File: config.mk
export PLATFORM = sky130hd
export DESIGN_NAME = usb_cmd_parser
export DESIGN_NICKNAME = d
export VERILOG_FILES = /design/src/rtl/usb_cmd_pkg.sv /design/src/rtl/usb_rsp_tx.sv /design/src/rtl/usb_cmd_parser.sv
export SDC_FILE = /design/constraint.sdc
export NUM_CORES = 1
export LEC_CHECK = 0
export ABC_AREA = 1
export ABC_CLOCK_PERIOD_IN_PS = 1800
export CORE_MARGIN = 2
export CORE_UTILIZATION = 40
export DETAILED_ROUTE_END_ITERATION = 10
export PLACE_DENSITY = 0.72
export SLEW_MARGIN = 20
export SYNTH_ARGS = -nofsm -noshare
export SYNTH_HDL_FRONTEND = slang
export SYNTH_HIERARCHICAL = 1
export SYNTH_SLANG_ARGS = --single-unit
File: constraint.sdc
create_clock -name clk_48mhz -period 1.8 [get_ports clk_48mhz]
set_input_delay 0.18 -clock clk_48mhz [delete_from_list [all_inputs] [get_ports clk_48mhz]]
set_output_delay 0.18 -clock clk_48mhz [all_outputs]
set_load 0.02 [all_outputs]
File: src/rtl/usb_cmd_pkg.sv
// Shared constants, state encoding and checksum helper
// for the USB host command parser and its response transmitter.
package usb_cmd_pkg;

  localparam logic [7:0] SYNC    = 8'hAA;
  localparam logic [7:0] CMD_WR  = 8'h01;
  localparam logic [7:0] CMD_RD  = 8'h02;
  localparam logic [7:0] RSP_ACK = 8'h55;
  localparam logic [7:0] RSP_RD  = 8'h5A;
  localparam logic [7:0] RSP_ERR = 8'hEE;

  typedef enum logic [2:0] {
    HUNT,
    RX,
    CHECK,
    EXEC_WR,
    EXEC_RD,
    RD_WAIT,
    TX
  } state_e;

  // body = {CMD, ADDR, DHI, DLO}
  function automatic logic [7:0] frame_chk(
    input logic [31:0] body
  );
    return body[31:24] ^ body[23:16] ^ body[15:8] ^ body[7:0];
  endfunction

endpackage

File: src/rtl/usb_rsp_tx.sv
// Response transmitter: 4-byte buffer drained into the bridge write FIFO.
// Ports: load_i/len_i/data_i load a 2- or 4-byte response; wr_en_o/wr_data_o push; busy_o while draining.
module usb_rsp_tx (
  input  logic            clk_i,
  input  logic            rst_ni,
  input  logic            load_i,
  input  logic [2:0]      len_i,
  input  logic [3:0][7:0] data_i,
  input  logic            wr_full_i,
  output logic            wr_en_o,
  output logic [7:0]      wr_data_o,
  output logic            busy_o
);

  logic [3:0][7:0] mem_q, mem_d;
  logic [2:0]      len_q, len_d;
  logic [1:0]      idx_q, idx_d;
  logic            busy_q, busy_d;
  logic            last;

  // A push happens exactly when wr_en_o is high, so the index
  // advances only on accepted bytes: nothing dropped or repeated.
  assign wr_en_o   = busy_q && !wr_full_i;
  assign wr_data_o = mem_q[idx_q];
  assign busy_o    = busy_q;
  assign last      = ({1'b0, idx_q} == (len_q - 3'd1));

  always_comb begin
    mem_d  = mem_q;
    len_d  = len_q;
    idx_d  = idx_q;
    busy_d = busy_q;
    if (load_i) begin
      mem_d  = data_i;
      len_d  = len_i;
      idx_d  = 2'd0;
      busy_d = 1'b1;
    end else if (wr_en_o) begin
      if (last) begin
        idx_d  = 2'd0;
        busy_d = 1'b0;
      end else begin
        idx_d = idx_q + 2'd1;
      end
    end
  end

  always_ff @(posedge clk_i or negedge rst_ni) begin
    if (!rst_ni) begin
      mem_q  <= '0;
      len_q  <= '0;
      idx_q  <= '0;
      busy_q <= 1'b0;
    end else begin
      mem_q  <= mem_d;
      len_q  <= len_d;
      idx_q  <= idx_d;
      busy_q <= busy_d;
    end
  end

endmodule

File: src/rtl/usb_cmd_parser.sv
// Host command parser: 6-byte frames from the bridge read FIFO become
// register strobes; responses go to the bridge write FIFO via usb_rsp_tx.
// Ports: rd_* read FIFO, wr_* write FIFO, reg_* register bus, err_count bad frames.
module usb_cmd_parser
  import usb_cmd_pkg::*;
#(
  parameter logic [7:0] SYNC_BYTE = SYNC,
  parameter int         TIMEOUT   = 48000
) (
  input  logic        clk_48mhz,
  input  logic        resetn,
  output logic        rd_en,
  input  logic [7:0]  rd_data,
  input  logic        rd_empty,
  output logic        wr_en,
  output logic [7:0]  wr_data,
  input  logic        wr_full,
  output logic        reg_wr,
  output logic        reg_rd,
  output logic [7:0]  reg_addr,
  output logic [15:0] reg_wdata,
  input  logic [15:0] reg_rdata,
  output logic [7:0]  err_count
);

  localparam int CW = $clog2(TIMEOUT);

  state_e          state_q, state_d;
  logic            rd_en_q, rd_en_d;
  logic            vld_q;
  logic [2:0]      idx_q, idx_d;
  logic [39:0]     sh_q, sh_d;
  logic [CW-1:0]   cnt_q, cnt_d;
  logic [7:0]      err_q, err_d;
  logic [7:0]      addr_q, addr_d;
  logic [15:0]     wdata_q, wdata_d;
  logic            err_inc;
  logic            fetch;
  logic            tx_load;
  logic [2:0]      tx_len;
  logic [3:0][7:0] tx_data;
  logic            tx_busy;
  logic [7:0]      cmd;
  logic            frame_ok;

  assign rd_en     = rd_en_q;
  assign reg_wr    = (state_q == EXEC_WR);
  assign reg_rd    = (state_q == EXEC_RD);
  assign reg_addr  = addr_q;
  assign reg_wdata = wdata_q;
  assign err_count = err_q;

  // In CHECK: sh_q = {CMD, ADDR, DHI, DLO, CHK}
  assign cmd      = sh_q[39:32];
  assign frame_ok = (sh_q[7:0] == frame_chk(sh_q[39:8]))
                 && (cmd == CMD_WR || cmd == CMD_RD);
  assign fetch    = (state_q == HUNT) || (state_q == RX);

  always_comb begin
    state_d = state_q;
    idx_d   = idx_q;
    sh_d    = sh_q;
    cnt_d   = cnt_q;
    addr_d  = addr_q;
    wdata_d = wdata_q;
    err_inc = 1'b0;
    tx_load = 1'b0;
    tx_len  = 3'd2;
    tx_data = '0;
    // Only one byte in flight: a fetch is issued when no pop is
    // pending or landing, so a state exit never strands a byte.
    rd_en_d = fetch && !rd_en_q && !vld_q && !rd_empty;
    unique case (state_q)
      HUNT: begin
        if (vld_q && rd_data == SYNC_BYTE) begin
          state_d = RX;
          idx_d   = 3'd0;
          cnt_d   = '0;
        end
      end
      RX: begin
        if (vld_q) begin
          sh_d  = {sh_q[31:0], rd_data};
          cnt_d = '0;
          idx_d = idx_q + 3'd1;
          if (idx_q == 3'd4) begin
            state_d = CHECK;
            addr_d  = sh_q[23:16];
            wdata_d = sh_q[15:0];
          end
        end else if (rd_en_q) begin
          cnt_d = '0;
        end else if (rd_empty) begin
          if (cnt_q == CW'(TIMEOUT - 1)) begin
            state_d = HUNT;
            err_inc = 1'b1;
            cnt_d   = '0;
          end else begin
            cnt_d = cnt_q + CW'(1);
          end
        end
      end
      CHECK: begin
        if (!frame_ok) begin
          err_inc    = 1'b1;
          tx_load    = 1'b1;
          tx_data[0] = RSP_ERR;
          tx_data[1] = cmd;
          state_d    = TX;
        end else if (cmd == CMD_WR) begin
          state_d = EXEC_WR;
        end else begin
          state_d = EXEC_RD;
        end
      end
      EXEC_WR: begin
        tx_load    = 1'b1;
        tx_data[0] = RSP_ACK;
        tx_data[1] = addr_q;
        state_d    = TX;
      end
      EXEC_RD: state_d = RD_WAIT;
      RD_WAIT: begin
        tx_load    = 1'b1;
        tx_len     = 3'd4;
        tx_data[0] = RSP_RD;
        tx_data[1] = addr_q;
        tx_data[2] = reg_rdata[15:8];
        tx_data[3] = reg_rdata[7:0];
        state_d    = TX;
      end
      TX: begin
        if (!tx_busy) state_d = HUNT;
      end
      default: state_d = HUNT;
    endcase
    err_d = (err_inc && err_q != 8'hFF) ? err_q + 8'd1 : err_q;
  end

  always_ff @(posedge clk_48mhz or negedge resetn) begin
    if (!resetn) begin
      state_q <= HUNT;
      rd_en_q <= 1'b0;
      vld_q   <= 1'b0;
      idx_q   <= '0;
      sh_q    <= '0;
      cnt_q   <= '0;
      err_q   <= '0;
      addr_q  <= '0;
      wdata_q <= '0;
    end else begin
      state_q <= state_d;
      rd_en_q <= rd_en_d;
      vld_q   <= rd_en_q;
      idx_q   <= idx_d;
      sh_q    <= sh_d;
      cnt_q   <= cnt_d;
      err_q   <= err_d;
      addr_q  <= addr_d;
      wdata_q <= wdata_d;
    end
  end

  usb_rsp_tx u_tx (
    .clk_i     (clk_48mhz),
    .rst_ni    (resetn),
    .load_i    (tx_load),
    .len_i     (tx_len),
    .data_i    (tx_data),
    .wr_full_i (wr_full),
    .wr_en_o   (wr_en),
    .wr_data_o (wr_data),
    .busy_o    (tx_busy)
  );

endmodule

-- Word-level counts from Yosys, hierarchy flattened
Cells that the tools add are included.
- $add $sub $neg: 5
- multiplexer cells: 38
- equal/unequal tests: 22
- reductions and logical operators: 24
- magnitude comparators: 1
- bitwise logic cells: 3
- operators with widths (cell ; number):
    $mux W16 ; 7
    $pmux W16 S3 ; 1
    $mux W3 ; 12
    $pmux W16 S2 ; 1
    $xor A8 B8 Y8 ; 3
    $pmux W3 S6 ; 1
    $add A16 B1 Y16 const B ; 1
    $bmux W8 S2 ; 1
    $eq A16 B16 Y1 const B ; 1
    $eq A3 B3 Y1 const B ; 4
    $reduce_and A3 Y1 ; 3
    $add A8 B1 Y8 const B ; 1
    $eq A8 B1 Y1 const B ; 1
    $eq A8 B2 Y1 const B ; 1
    $eq A8 B8 Y1 ; 1
    $eq A8 B8 Y1 const B ; 1
    $mux W1 ; 8
    $mux W8 ; 1
    $ne A8 B8 Y1 const B ; 1
    $logic_and A1 B1 Y1 ; 7
    $eq A3 B2 Y1 const B ; 2
    $mux W2 ; 3
    $ne A3 B2 Y1 const B ; 2
    $ne A3 B3 Y1 const B ; 2
    other kinds (18) ; 27
- word-level logic and storage cells: 109
- bits in registers: 134

-- Longest topological paths before layout
Gate-level depths: netlist of run 1.
- depth after elaboration: 9
- mapped depth: 19

-- Cells and area by module
Netlist of run 1, hierarchy kept.
- modules (own cells, without submodules) (module ; instances ; seq. area each (um^2) ; cells an instance ; area an instance (um^2)):
    usb_cmd_parser ; 1 ; 2402.3 ; 649 ; 5011.1
    usb_rsp_tx ; 1 ; 950.9 ; 222 ; 1754.2

-- Worst setup path before layout of run 1
Ideal clock, no wire load.
- kind: flip-flop to flip-flop
- start: register state_q[2]
- end: register u_tx/mem_q[0] (netlist name)
- required time: 1.734 ns
- library setup time: 0.066 ns
- setup slack: 0.025 ns
- period minus slack after synthesis: 1.775 ns
- cell stages (with the launch flop): 12
- data arrival time: 1.709 ns
- cells stage by stage: dfrtp_1 inv_1 nand2_1 nor2_1 inv_1 nand2_1 inv_1 nand2_1 buf_2 buf_2 nand2_1 nand2_1
- cells in the longest elaborated chain, start to end: 3
- ends and longest elaborated chain (element ; line ; text):
    from (decl) ; usb_cmd_parser.sv:28 ; state_e state_q, state_d;
    from (signal assigned) ; usb_cmd_parser.sv:152 ; state_q <= state_d;
    $eq A3 B2 Y1 (*) ; n/a ;
    via reg_wr ; usb_cmd_parser.sv:18 ; output logic reg_wr,
    $reduce_or A2 Y1 (no line) ; n/a ;
    $pmux W1 S2 ; usb_cmd_parser.sv:73 ; unique case (state_q)
    to (signal assigned) ; usb_rsp_tx.sv:55 ; mem_q <= mem_d;
    to (decl) ; usb_rsp_tx.sv:15 ; logic [3:0][7:0] mem_q, mem_d;
Mark *: on every way through the listed nets, which the timed path passes. The rest lies on a longest branch.
A chain may end at the register's enable or synchronous reset.

-- Final worst setup path of run 1
- start: register sh_q[19]
- end: register u_tx/mem_q[10] (netlist name)
- cells in the longest elaborated chain, start to end: 6
- ends and longest elaborated chain (element ; line ; text):
    from (decl) ; usb_cmd_parser.sv:32 ; logic [39:0] sh_q, sh_d;
    from (signal assigned) ; usb_cmd_parser.sv:146 ; sh_q <= '0;
    from (signal assigned) ; usb_cmd_parser.sv:156 ; sh_q <= sh_d;
    $xor A8 B8 Y8 (*) (2 in a row) ; usb_cmd_pkg.sv:26 ; return body[31:24] ^ body[23:16] ^ body[15:8] ^ body[7:0];
    $eq A8 B8 Y1 (*) ; usb_cmd_parser.sv:55 ; assign frame_ok = (sh_q[7:0] == frame_chk(sh_q[39:8]))
    $logic_and A1 B1 Y1 (*) ; usb_cmd_parser.sv:56 ; && (cmd == CMD_WR || cmd == CMD_RD);
    $mux W16 / $mux W1 (equally long branches) ; usb_cmd_parser.sv:104 ; if (!frame_ok) begin
    $pmux W16 S3 / $pmux W1 S2 (equally long branches) ; usb_cmd_parser.sv:73 ;
Mark *: on every way between the ends. The rest lies on a longest branch, timed or not.

==> results of run 1 <==
## through the flow
step	instance area (µm²)	util	setup slack, ns	hold WS [ns]	cells
floorplan	6770	-	0.0252	-0.116	871
global placement	8340	0.503	-0.0914	0.0933	1226
detailed placement	8340	0.503	-0.165	0.0939	1226
CTS	9050	0.546	-0.0838	0.217	1257
global route	9760	0.588	-0.238	0.227	1284
finish	9760	0.588	-0.101	0.213	1284
## critical path: cells and delay by family (launching register included)
| kind | cells | cell delay, ns |
|---|---|---|
| buf+inv | 3 | 0.34 |
| simple gates | 12 | 1.09 |
| flops | 1 | 0.41 |
## cell usage after synthesis (2+ instances only)
cell,n
xnor2_1,9
a22o_1,3
a21oi_1,9
nor2_1,59
ha_1,5
or2_1,2
dfrtp_1,134
a21oi_2,2
nand3_1,39
buf_6,6
nand2_1,312
buf_2,13
inv_2,8
inv_1,99
nor3_2,3
nor3_1,7
nand2_2,3
o21ai_0,86
buf_4,2
nand3_2,5
nand4_1,7
o22ai_1,8
nor2_4,5
a22oi_2,2
nand2_4,4
clkbuf_1,6
xor2_1,9
o21ai_1,12
## state kept, by name, indices dropped and copies added, names as in the netlist, 2 cells and up
register and cells:
cnt_q 16, u_tx/len_q 3, err_count 8, u_tx/idx_q 2
reg_wdata 16, reg_addr 8, sh_q 40, idx_q 3
state_q 3, u_tx/mem_q 32
## worst min path at each step
stage	startpoint	to	depth (start not counted)
6_report	resetn	reg_wdata[0]$_DFFE_PN0P_	2
5_1_grt	resetn	err_count[3]$_DFFE_PN0P_	2
4_1_cts	resetn	reg_wdata[0]$_DFFE_PN0P_	2
3_5_place_dp	resetn	reg_wdata[0]$_DFFE_PN0P_	1
3_3_place_gp	resetn	reg_wdata[0]$_DFFE_PN0P_	1
2_1_floorplan	resetn	cnt_q[0]$_DFFE_PN0P_	0
## kinds of logic after synthesis
| kind of cell | Yosys count | synth area share |
|---|---|---|
| AND/OR/NAND/NOR | 449 | 0.281 |
| buffers and inverters | 137 | 0.0866 |
| flip-flops | 134 | 0.496 |
| AO/OA/AOI/OAI | 127 | 0.104 |
| XOR/XNOR | 18 | 0.0233 |
| adder cells (fa/ha/maj) | 5 | 0.00925 |
| other | 1 | 0.000554 |
## power by group through the flow
stage	sequential [mW]	combinational [mW]	clock (mW)
6_report	4.60	7.70	3.76
3_5_place_dp	4.50	6.46	0
3_3_place_gp	4.48	6.33	0
2_1_floorplan	4.43	3.88	0
4_1_cts	4.50	6.60	3.81
5_1_grt	4.71	8.43	3.95
## layout make-up
cell class / count / area share
tap: 220 / 0.0282
timing repair buffer: 191 / 0.185
clock inverter: 12 / 0.0210
clock buffer: 17 / 0.0436
inverter: 109 / 0.0450
multi-input combinational: 601 / 0.333
sequential: 134 / 0.344
## layer usage
layer  wire length (µm)  vias to the layer above  share of wire  GRT usage
met1               8100                     2999           0.44      0.259
li1                   -                     3102              -          -
met3                967                       30          0.053     0.0461
met5                  0                        -              0          0
met2               9070                      183           0.49      0.301
met4                280                        0          0.015     0.0567
## what timing repair did
| action | 4_1_cts | 5_1_grt |
|---|---|---|
| pin swaps | 6 | 35 |
| buffers inserted | 1 | 19 |
| resized for setup | 46 | 171 |
| endpoints found under the hold margin | 30 | 0 |
| hold buffers | 1 | 0 |
| cloned | 0 | 8 |
| setup endpoints to repair | 58 | 83 |
==> impl_metrics.tcl, run 1 <==
set metrics [dict create \
    setup_violations 48 \
    report.final.slew_viol_count 0 \
    hpwl_um 11000 \
    power_frac_clock 0.234 \
    synth_warnings 6 \
    rr_endpoint "u_tx/mem_q[10]$_DFFE_PN0P_" \
    route.detailed.drc 0 \
    drtIter0Drc 481 \
    diodes 0 \
    cp-endpoint "u_tx/mem_q[10]$_DFFE_PN0P_" \
    drt_pass1_iterations 5 \
    synthCells 871 \
    startpoint_type "flip-flop" \
    synth_area_leader_cell "dfrtp_1" \
    finalCriticalPeriod_ns 1.90 \
    finalClockSkew_ns 0.0120 \
    critPathArrivalTime_ns 2.26 \
    critPathCaptureType "flip-flop" \
    cts.clk_slew.worst_paths_ns 0.06 \
    internal_power_mw 9.61 \
    synth_seq_cells 134 \
    core_area_mm2 0.0166 \
    rows 47 \
    p_sw_mw 6.45 \
    max_stage_delay_ns 0.41 \
    drv_cap 0 \
    synth_top_area_frac 0.496 \
    required_ns 2.16 \
    synth.avg_cell_area_um2 7.77 \
    startpoint "sh_q[19]$_DFFE_PN0P_" \
    grt_pass1_wl_um 27500 \
    cts_htree_levels 4 \
    min_path_type "input port to asynchronous set/reset pin" \
    reg2reg_depth 15 \
    path_cells "nand2_1 -> nand3_1 -> nand2_1 -> nand2_1 -> nand2_1 -> nand2_2 -> nor2_4 -> nand3_2 -> nand2_4 -> nand2_4 -> inv_8 -> buf_12 -> buf_12 -> nand2_4 -> nand2_2" \
    grt_pass1_vias 5812 \
    wirelength_um 18400 \
    post_drt_wl_per_cell_um 14.3 \
    cts_buffer_depth 2 \
    status "finished, violations left" \
    vias_per_cell 4.92 \
    dieHeight_um 134 \
    num_vias 6314 \
    synth-edff-count 0 \
    area_growth_pct 44.2 \
    netSwitchingFraction 0.401 \
    multi_input_area_mm2 0.00325 \
    cp_slowest_cell "dfrtp_1" \
    ys_types 40 \
    chipWidth_um 134 \
    numCtsBuffers 17 \
    finish.net_count 1087 \
    timing.final.ws_setup_ns -0.101 \
    dieArea_mm2 0.0180 \
    portBuffers 71 \
    max-vdd-ir-drop_uv 975 \
    synth_ff_type "dfrtp_1" \
    cts_tree "done" \
    seq_area_mm2 0.00336 \
    boundaryPins 72 \
    layout-drive-gt1-share 0.286 \
    yosysSeqAreaShare 0.496 \
    rsz0062_at_grt "true" \
    p_per_area_mw_per_mm2 1650 \
    worstSetupPathType "flip-flop to flip-flop" \
    fin_total_pwr_mw 16.1 \
    layout_commonest_cell "nand2_1" \
    rrSetupSlack_ns -0.10 \
    max_freq_mhz 526 \
    gr-usage-all-layers 0.189 \
    p_seq_frac 0.287 \
    synth_area_leaders "dfrtp_1, nand2_1, o21ai_0" \
    postSynth.asyncResetShare 1.00 \
    comb_power_share 0.479 \
    reg2reg_from "sh_q[19]$_DFFE_PN0P_" \
    cts_sinks 134 \
    insertion_delay_ns 0.42 \
    layout_common_cells "nand2_1, dfrtp_1, buf_4, inv_1, o21ai_0" \
    cts-root-buf "clkbuf_16" \
    path_max_fanout 7 \
    hold_violations 0 \
    grt_max_degree 56 \
    syn_nets 904 \
    power_leakage_nw 4.90 \
    grt.overflow.total 0 \
    nFillCells 1429 \
    syn_area_mm2 0.00677 \
    fin_crit_sh 1.06 \
    start_util 0.408 \
    tns_ns -2.72 \
    crit_top_cell "nand2_1" \
    globalplace.congestion 0.866 \
    antenna_found_initial 0 \
    violations "setup timing" \
    ant_nets 0 \
]
(Power assumes the default switching activity.)
==> inputs of run 2 (changes only) <==
- CTS_BUF_LIST: default -> sky130_fd_sc_hd__clkbuf_8
==> run 2 against run 1 <==
Compared with the run above: the flow still finishes with violations (setup timing); die area is the same; clock skew grew 0.0026 ns; design area shrank 4.7%; maximum frequency shrank 0.13%; sequential power shrank 0.9%; critical endpoint is now u_tx/idx_q[1]$_DFFE_PN0P_; power shrank 8.6%; final cell count shrank 0.31%; setup slack lost 0.0025 ns; critical path depth grew 1; register-to-register slack is essentially flat; largest power group unchanged.
==> impl_metrics.tcl, run 2 (synthesis results as in run 1) <==
set metrics [dict create \
    status "finished, violations left" \
    violations "setup timing" \
    antenna_found_initial 0 \
    area_growth_pct 37.5 \
    wirelength_um 17300 \
    grt_max_degree 56 \
    power_leakage_nw 4.72 \
    max_freq_mhz 525 \
    dieArea_mm2 0.0180 \
    top_regs "sh_q (40), u_tx/mem_q (32)" \
    num_vias 6180 \
    cts-root-buf "clkbuf_8" \
    rsz0062_at_grt "true" \
    finish.net_count 1083 \
    largest_register "sh_q" \
    report.final.slew_viol_count 0 \
    startpoint_type "flip-flop" \
    timing.final.ws_setup_ns -0.104 \
    max-vdd-ir-drop_uv 897 \
    route.detailed.drc 0 \
    design_area_mm2 0.00930 \
    rows 47 \
    chipWidth_um 134 \
    grt.overflow.total 0 \
    post_drt_wl_per_cell_um 13.5 \
    drt_pass1_iterations 7 \
    min_path_type "input port to asynchronous set/reset pin" \
    cts_htree_levels 4 \
    numCtsBuffers 17 \
    start_util 0.408 \
    dieHeight_um 134 \
    core_area_mm2 0.0166 \
    layout-drive-gt1-share 0.236 \
    globalplace.congestion 0.866 \
    nFillCells 1495 \
    insertion_delay_ns 0.46 \
    portBuffers 71 \
    ant_nets 0 \
    grt_pass1_wl_um 27600 \
    path_max_fanout 6 \
    place_area_mm2 0.00834 \
    fin_total_pwr_mw 14.7 \
    vias_per_cell 4.83 \
    drtIter0Drc 413 \
    finalClockSkew_ns 0.0146 \
    required_ns 2.17 \
    p_per_area_mw_per_mm2 1580 \
    grt_pass1_vias 5897 \
    diodes 0 \
    drv_cap 0 \
    cts_tree "done" \
    critPathCaptureType "flip-flop" \
    hpwl_um 11000 \
    place_inst 1226 \
    cts_sinks 134 \
    finalCriticalPeriod_ns 1.90 \
    boundaryPins 72 \
    hold_violations 0 \
    fin_crit_sh 1.06 \
    layout_common_cells "nand2_1, dfrtp_1, buf_4, inv_1, o21ai_0" \
    largest_reg_flops 40 \
    setup_violations 30 \
    instances_no_fill 1280 \
    cts_buffer_depth 2 \
    gr-usage-all-layers 0.190 \
    worstSetupPathType "flip-flop to flip-flop" \
    cts.clk_slew.worst_paths_ns 0.08 \
    layout_commonest_cell "nand2_1" \
    critPathArrivalTime_ns 2.27 \
]
==> run 2: layout make-up <==
| type | count | area, µm² | area share |
|---|---|---|---|
| sequential | 134 | 3360 | 0.361 |
| multi-input combinational | 601 | 3070 | 0.330 |
| timing repair buffer | 187 | 1720 | 0.185 |
| inverter | 109 | 437 | 0.0469 |
| tap | 220 | 275 | 0.0296 |
| clock buffer | 17 | 234 | 0.0252 |
| clock inverter | 12 | 205 | 0.0221 |
==> run 2: stage by stage <==
step	hold slack [ns]	util	TNS [ns]	setup WS [ns]
finish	0.172	0.561	-1.24	-0.104
global route	0.167	0.561	-9.83	-0.264
CTS	0.164	0.536	-0.101	-0.0520
detailed placement	0.0939	0.503	-3.79	-0.165
global placement	0.0933	0.503	-1.09	-0.0914
floorplan	-0.116	-	0	0.0252
==> run 2: where the power goes <==
part | switching (mW) | internal (mW)
clock | 1.20 | 1.63
sequential | 0.700 | 3.86
combinational | 4.14 | 3.15
total | 6.04 | 8.63
==> run 2: final timing paths <==
check	slack, ns	startpoint	endpoint	cells past startpoint
max in group asynchronous	1.03	resetn	u_tx/idx_q[1]$_DFFE_PN0P_	3
setup reg to reg	-0.10	sh_q[19]$_DFFE_PN0P_	u_tx/idx_q[1]$_DFFE_PN0P_	16
hold reg to reg	0.47	vld_q$_DFF_PN0_	rd_en$_DFF_PN0_	1
min in group clk_48mhz	0.33	rd_data[2]	sh_q[2]$_DFFE_PN0P_	3
hold / removal	0.17	resetn	err_count[7]$_DFFE_PN0P_	2
setup / recovery	-0.10	sh_q[19]$_DFFE_PN0P_	u_tx/idx_q[1]$_DFFE_PN0P_	16
==> run 2: timing repair <==
| item | CTS | global route |
|---|---|---|
| pin swaps | 6 | 28 |
| setup buffers | 5 | 14 |
| resized for setup | 65 | 92 |
| hold buffers | 1 | 0 |
| setup endpoints to repair | 58 | 83 |
| gates cloned | 1 | 4 |
| hold endpoints to repair | 134 | 0 |
==> run 2: critical path, cell delays in order, from the launching register on <==
cell and delay (ns):
dfrtp_1 0.42, inv_2 0.08, nand2_2 0.06, nand2_2 0.07
nand2_2 0.05, nand2_1 0.07, nand2_1 0.08, nand2_2 0.09
nand2_4 0.06, nor2_4 0.12, nand3_2 0.10, nand2_4 0.08
nand2_4 0.07, inv_6 0.09, o21ai_4 0.08, buf_4 0.13
a21oi_1 0.15
==> run 2: per-layer routing <==
| layer | global-route usage | part of all wire | wire length (µm) |
|---|---|---|---|
| met4 | 0.0725 | 0.018 | 304 |
| met2 | 0.298 | 0.48 | 8240 |
| met1 | 0.257 | 0.46 | 8020 |
| met3 | 0.0461 | 0.043 | 748 |
| met5 | 0 | 0 | 0 |
==> inputs of run 3 (changes only) <==
- ABC_AREA: 1 -> 0
- DONT_BUFFER_PORTS: default -> 1
- PLACE_DENSITY: 0.72 -> 0.66
==> run 3 against run 2 <==
Compared with the run above: maximum frequency down 19%; highest routed layer unchanged; first-iteration DRC count down 40%; utilization rose by 0.28 points; power shrank 8.8%; combinational power down 8.8%; wire length up 0.31%; clock power is 22% lower; non-clock buffer count shrank 16; area after synthesis shrank 0.22%; clock skew down 0.0026 ns; design area grew 0.13%; die area is 0.22% lower; the flow finishes with violations (hold timing, setup timing).
==> impl_metrics.tcl, run 3 <==
set metrics [dict create \
    status "finished, violations left" \
    violations "hold timing, setup timing" \
    syn_nets 580 \
    hold_violations 134 \
    fin_total_pwr_mw 13.4 \
    num_vias 5041 \
    required_ns 2.13 \
    gr-usage-all-layers 0.192 \
    drv_cap 0 \
    diodes 0 \
    syn_area_mm2 0.00675 \
    synth_seq_cells 134 \
    largest_register "sh_q" \
    antenna_found_initial 0 \
    setup_violations 58 \
    grt.overflow.total 0 \
    globalplace.congestion 0.853 \
    largest_reg_flops 40 \
    critPathCaptureType "flip-flop" \
    rr_endpoint "u_tx/mem_q[3]$_DFFE_PN0P_" \
    cts_htree_levels 4 \
    ys_types 67 \
    grt_util_met3 0.0465 \
    hpwl_um 11000 \
    core_area_mm2 0.0165 \
    reg2reg_from "sh_q[34]$_DFFE_PN0P_" \
    cts.clk_slew.worst_paths_ns 0.08 \
    finalCriticalPeriod_ns 2.35 \
    chipWidth_um 134 \
    path_cells "xnor3_1 -> xnor2_1 -> nor4_4 -> nand3_2 -> and2_4 -> buf_8 -> or2_1 -> mux2_2" \
    startpoint "sh_q[34]$_DFFE_PN0P_" \
    cts_sinks 134 \
    layout_common_cells "dfrtp_1, buf_4, mux2_2, nand2_1, dlygate4sd3_1" \
    grtUsageMet2 0.315 \
    timing.final.ws_setup_ns -0.546 \
    rows 47 \
    max_stage_delay_ns 0.41 \
    drtIter0Drc 246 \
    p_per_area_mw_per_mm2 1440 \
    min_path_type "input port to asynchronous set/reset pin" \
    fin_crit_sh 1.30 \
    final_util 0.564 \
    grt_pass1_vias 5314 \
    synthCells 547 \
    insertion_delay_ns 0.45 \
    postSynth.asyncResetShare 1.00 \
    finish.net_count 748 \
    synth.avg_cell_area_um2 12.3 \
    cts_buffer_depth 2 \
    critPathArrivalTime_ns 2.68 \
    boundaryPins 72 \
    instances_no_fill 948 \
    nFillCells 1338 \
    wirelength_um 17400 \
    dieArea_mm2 0.0179 \
    route.detailed.drc 0 \
    met1_usage 0.248 \
    finalClockSkew_ns 0.0120 \
    synth_top_area_frac 0.497 \
    cts_tree "done" \
    cp_slowest_cell "dfrtp_1" \
    post_drt_wl_per_cell_um 18.3 \
    power_leakage_nw 4.32 \
    synth_area_leaders "dfrtp_1, mux2_2, xnor2_1" \
    yosysSeqAreaShare 0.497 \
    layout_commonest_cell "dfrtp_1" \
    synth_area_leader_cell "dfrtp_1" \
    reg2reg_depth 8 \
    synth.most_common_cell "dfrtp_1" \
    grt_max_degree 135 \
    top_regs "sh_q (40), u_tx/mem_q (32)" \
    grt_pass1_wl_um 27300 \
    path_max_fanout 7 \
    seq_area_mm2 0.00336 \
    rsz0062_at_grt "true" \
    worstSetupPathType "flip-flop to flip-flop" \
    start_util 0.408 \
    synth-edff-count 0 \
    drt_pass1_iterations 4 \
    place_inst 854 \
    synth_common_cells "dfrtp_1, mux2_2, nand2_1" \
    max_freq_mhz 426 \
    multi_input_area_mm2 0.00370 \
    area_growth_pct 38.0 \
    ant_nets 0 \
    synth_ff_type "dfrtp_1" \
    max-vdd-ir-drop_uv 694 \
    worst_hold_slack_ns -0.578 \
    cts-root-buf "clkbuf_8" \
    startpoint_type "flip-flop" \
    synth_warnings 6 \
    cts_hold_buf 24 \
    portBuffers 0 \
    tns_ns -21.63 \
    report.final.slew_viol_count 0 \
    busiest_layer "met2" \
    vias_per_cell 5.32 \
    layout-drive-gt1-share 0.508 \
    numCtsBuffers 17 \
    rrSetupSlack_ns -0.55 \
    dieHeight_um 134 \
]
run 3: changes by cell type in the layout (fill, tap and decap cells not counted), moves of 21 or more:
cell	before	now
nand2_1	292	25
nand3_1	37	13
inv_1	88	10
nand2_2	21	0
nor2_1	49	14
clkdlybuf4s50_1	56	0
mux2_2	0	81
dlygate4sd3_1	1	24
o21ai_0	66	6
run 3: repair_timing:
item                                    CTS  global route
gates resized for setup                  44            90
buffers inserted                         18            15
endpoints found under the setup margin  103           128
gates cloned                              5             5
pin swaps                                20            26
endpoints found under the hold margin   159           134
run 3: worst max-delay path: cells and delay by family (launching register included):
| kind | cells | cell delay, ns |
|---|---|---|
| AND/OR/NAND/NOR | 4 | 0.89 |
| XOR/XNOR | 2 | 0.53 |
| flip-flops | 1 | 0.41 |
| multiplexers | 1 | 0.26 |
| buffers and inverters | 1 | 0.14 |
run 3: where the power goes:
| part | leakage (nW) | total, mW | switching [mW] | internal (mW) |
|---|---|---|---|---|
| Combinational | 2.34 | 6.64 | 3.09 | 3.55 |
| Clock | 0.181 | 2.20 | 1.24 | 0.953 |
| Sequential | 1.80 | 4.55 | 0.771 | 3.78 |
| Total | 4.32 | 13.4 | 5.10 | 8.28 |
run 3: logic make-up after synthesis:
kind of cell / Yosys count / share of synthesized area
other: 1 / 0.000556
DFF: 134 / 0.497
and+or+nand+nor: 159 / 0.139
buffers and inverters: 37 / 0.0278
adders and majority gates: 5 / 0.00927
xor gates and xnor gates: 40 / 0.0662
muxes: 107 / 0.193
AOI/OAI and AO/OA: 64 / 0.0680
run 3: layer usage:
metal / vias to the layer above / part of all wire
met2: 123 / 0.49
met5: - / 0
met1: 2558 / 0.44
met4: 0 / 0.019
met3: 24 / 0.046
li1: 2336 / -
run 3: worst max path at each step:
stage | to | slack, ns | depth (start not counted)
3_5_place_dp | u_tx/mem_q[28]$_DFFE_PN0P_ | -0.69 | 7
2_1_floorplan | u_tx/len_q[2]$_DFFE_PN0P_ | -0.73 | 9
5_1_grt | u_tx/mem_q[1]$_DFFE_PN0P_ | -0.62 | 8
4_1_cts | u_tx/mem_q[9]$_DFFE_PN0P_ | -0.54 | 8
3_3_place_gp | u_tx/mem_q[14]$_DFFE_PN0P_ | -0.60 | 7
6_report | u_tx/mem_q[3]$_DFFE_PN0P_ | -0.55 | 8
run 3: layout make-up:
| cell class | count | area share |
|---|---|---|
| multi-input cells | 380 | 0.397 |
| flip-flops and latches | 134 | 0.361 |
| repair buffers | 171 | 0.171 |
| well taps | 220 | 0.0296 |
| clock buffers | 17 | 0.0251 |
| clock inverters | 15 | 0.0114 |
| inverters | 11 | 0.00470 |
run 3: stage by stage:
stage | hold slack, ns | cell area, µm² | setup WS (ns)
after global routing | -0.607 | 9310 | -0.623
after CTS | -0.600 | 8790 | -0.538
final | -0.578 | 9310 | -0.546
after detailed placement | -0.110 | 7880 | -0.691
after floorplan | -0.116 | 6910 | -0.733
after global placement | -0.110 | 7880 | -0.595
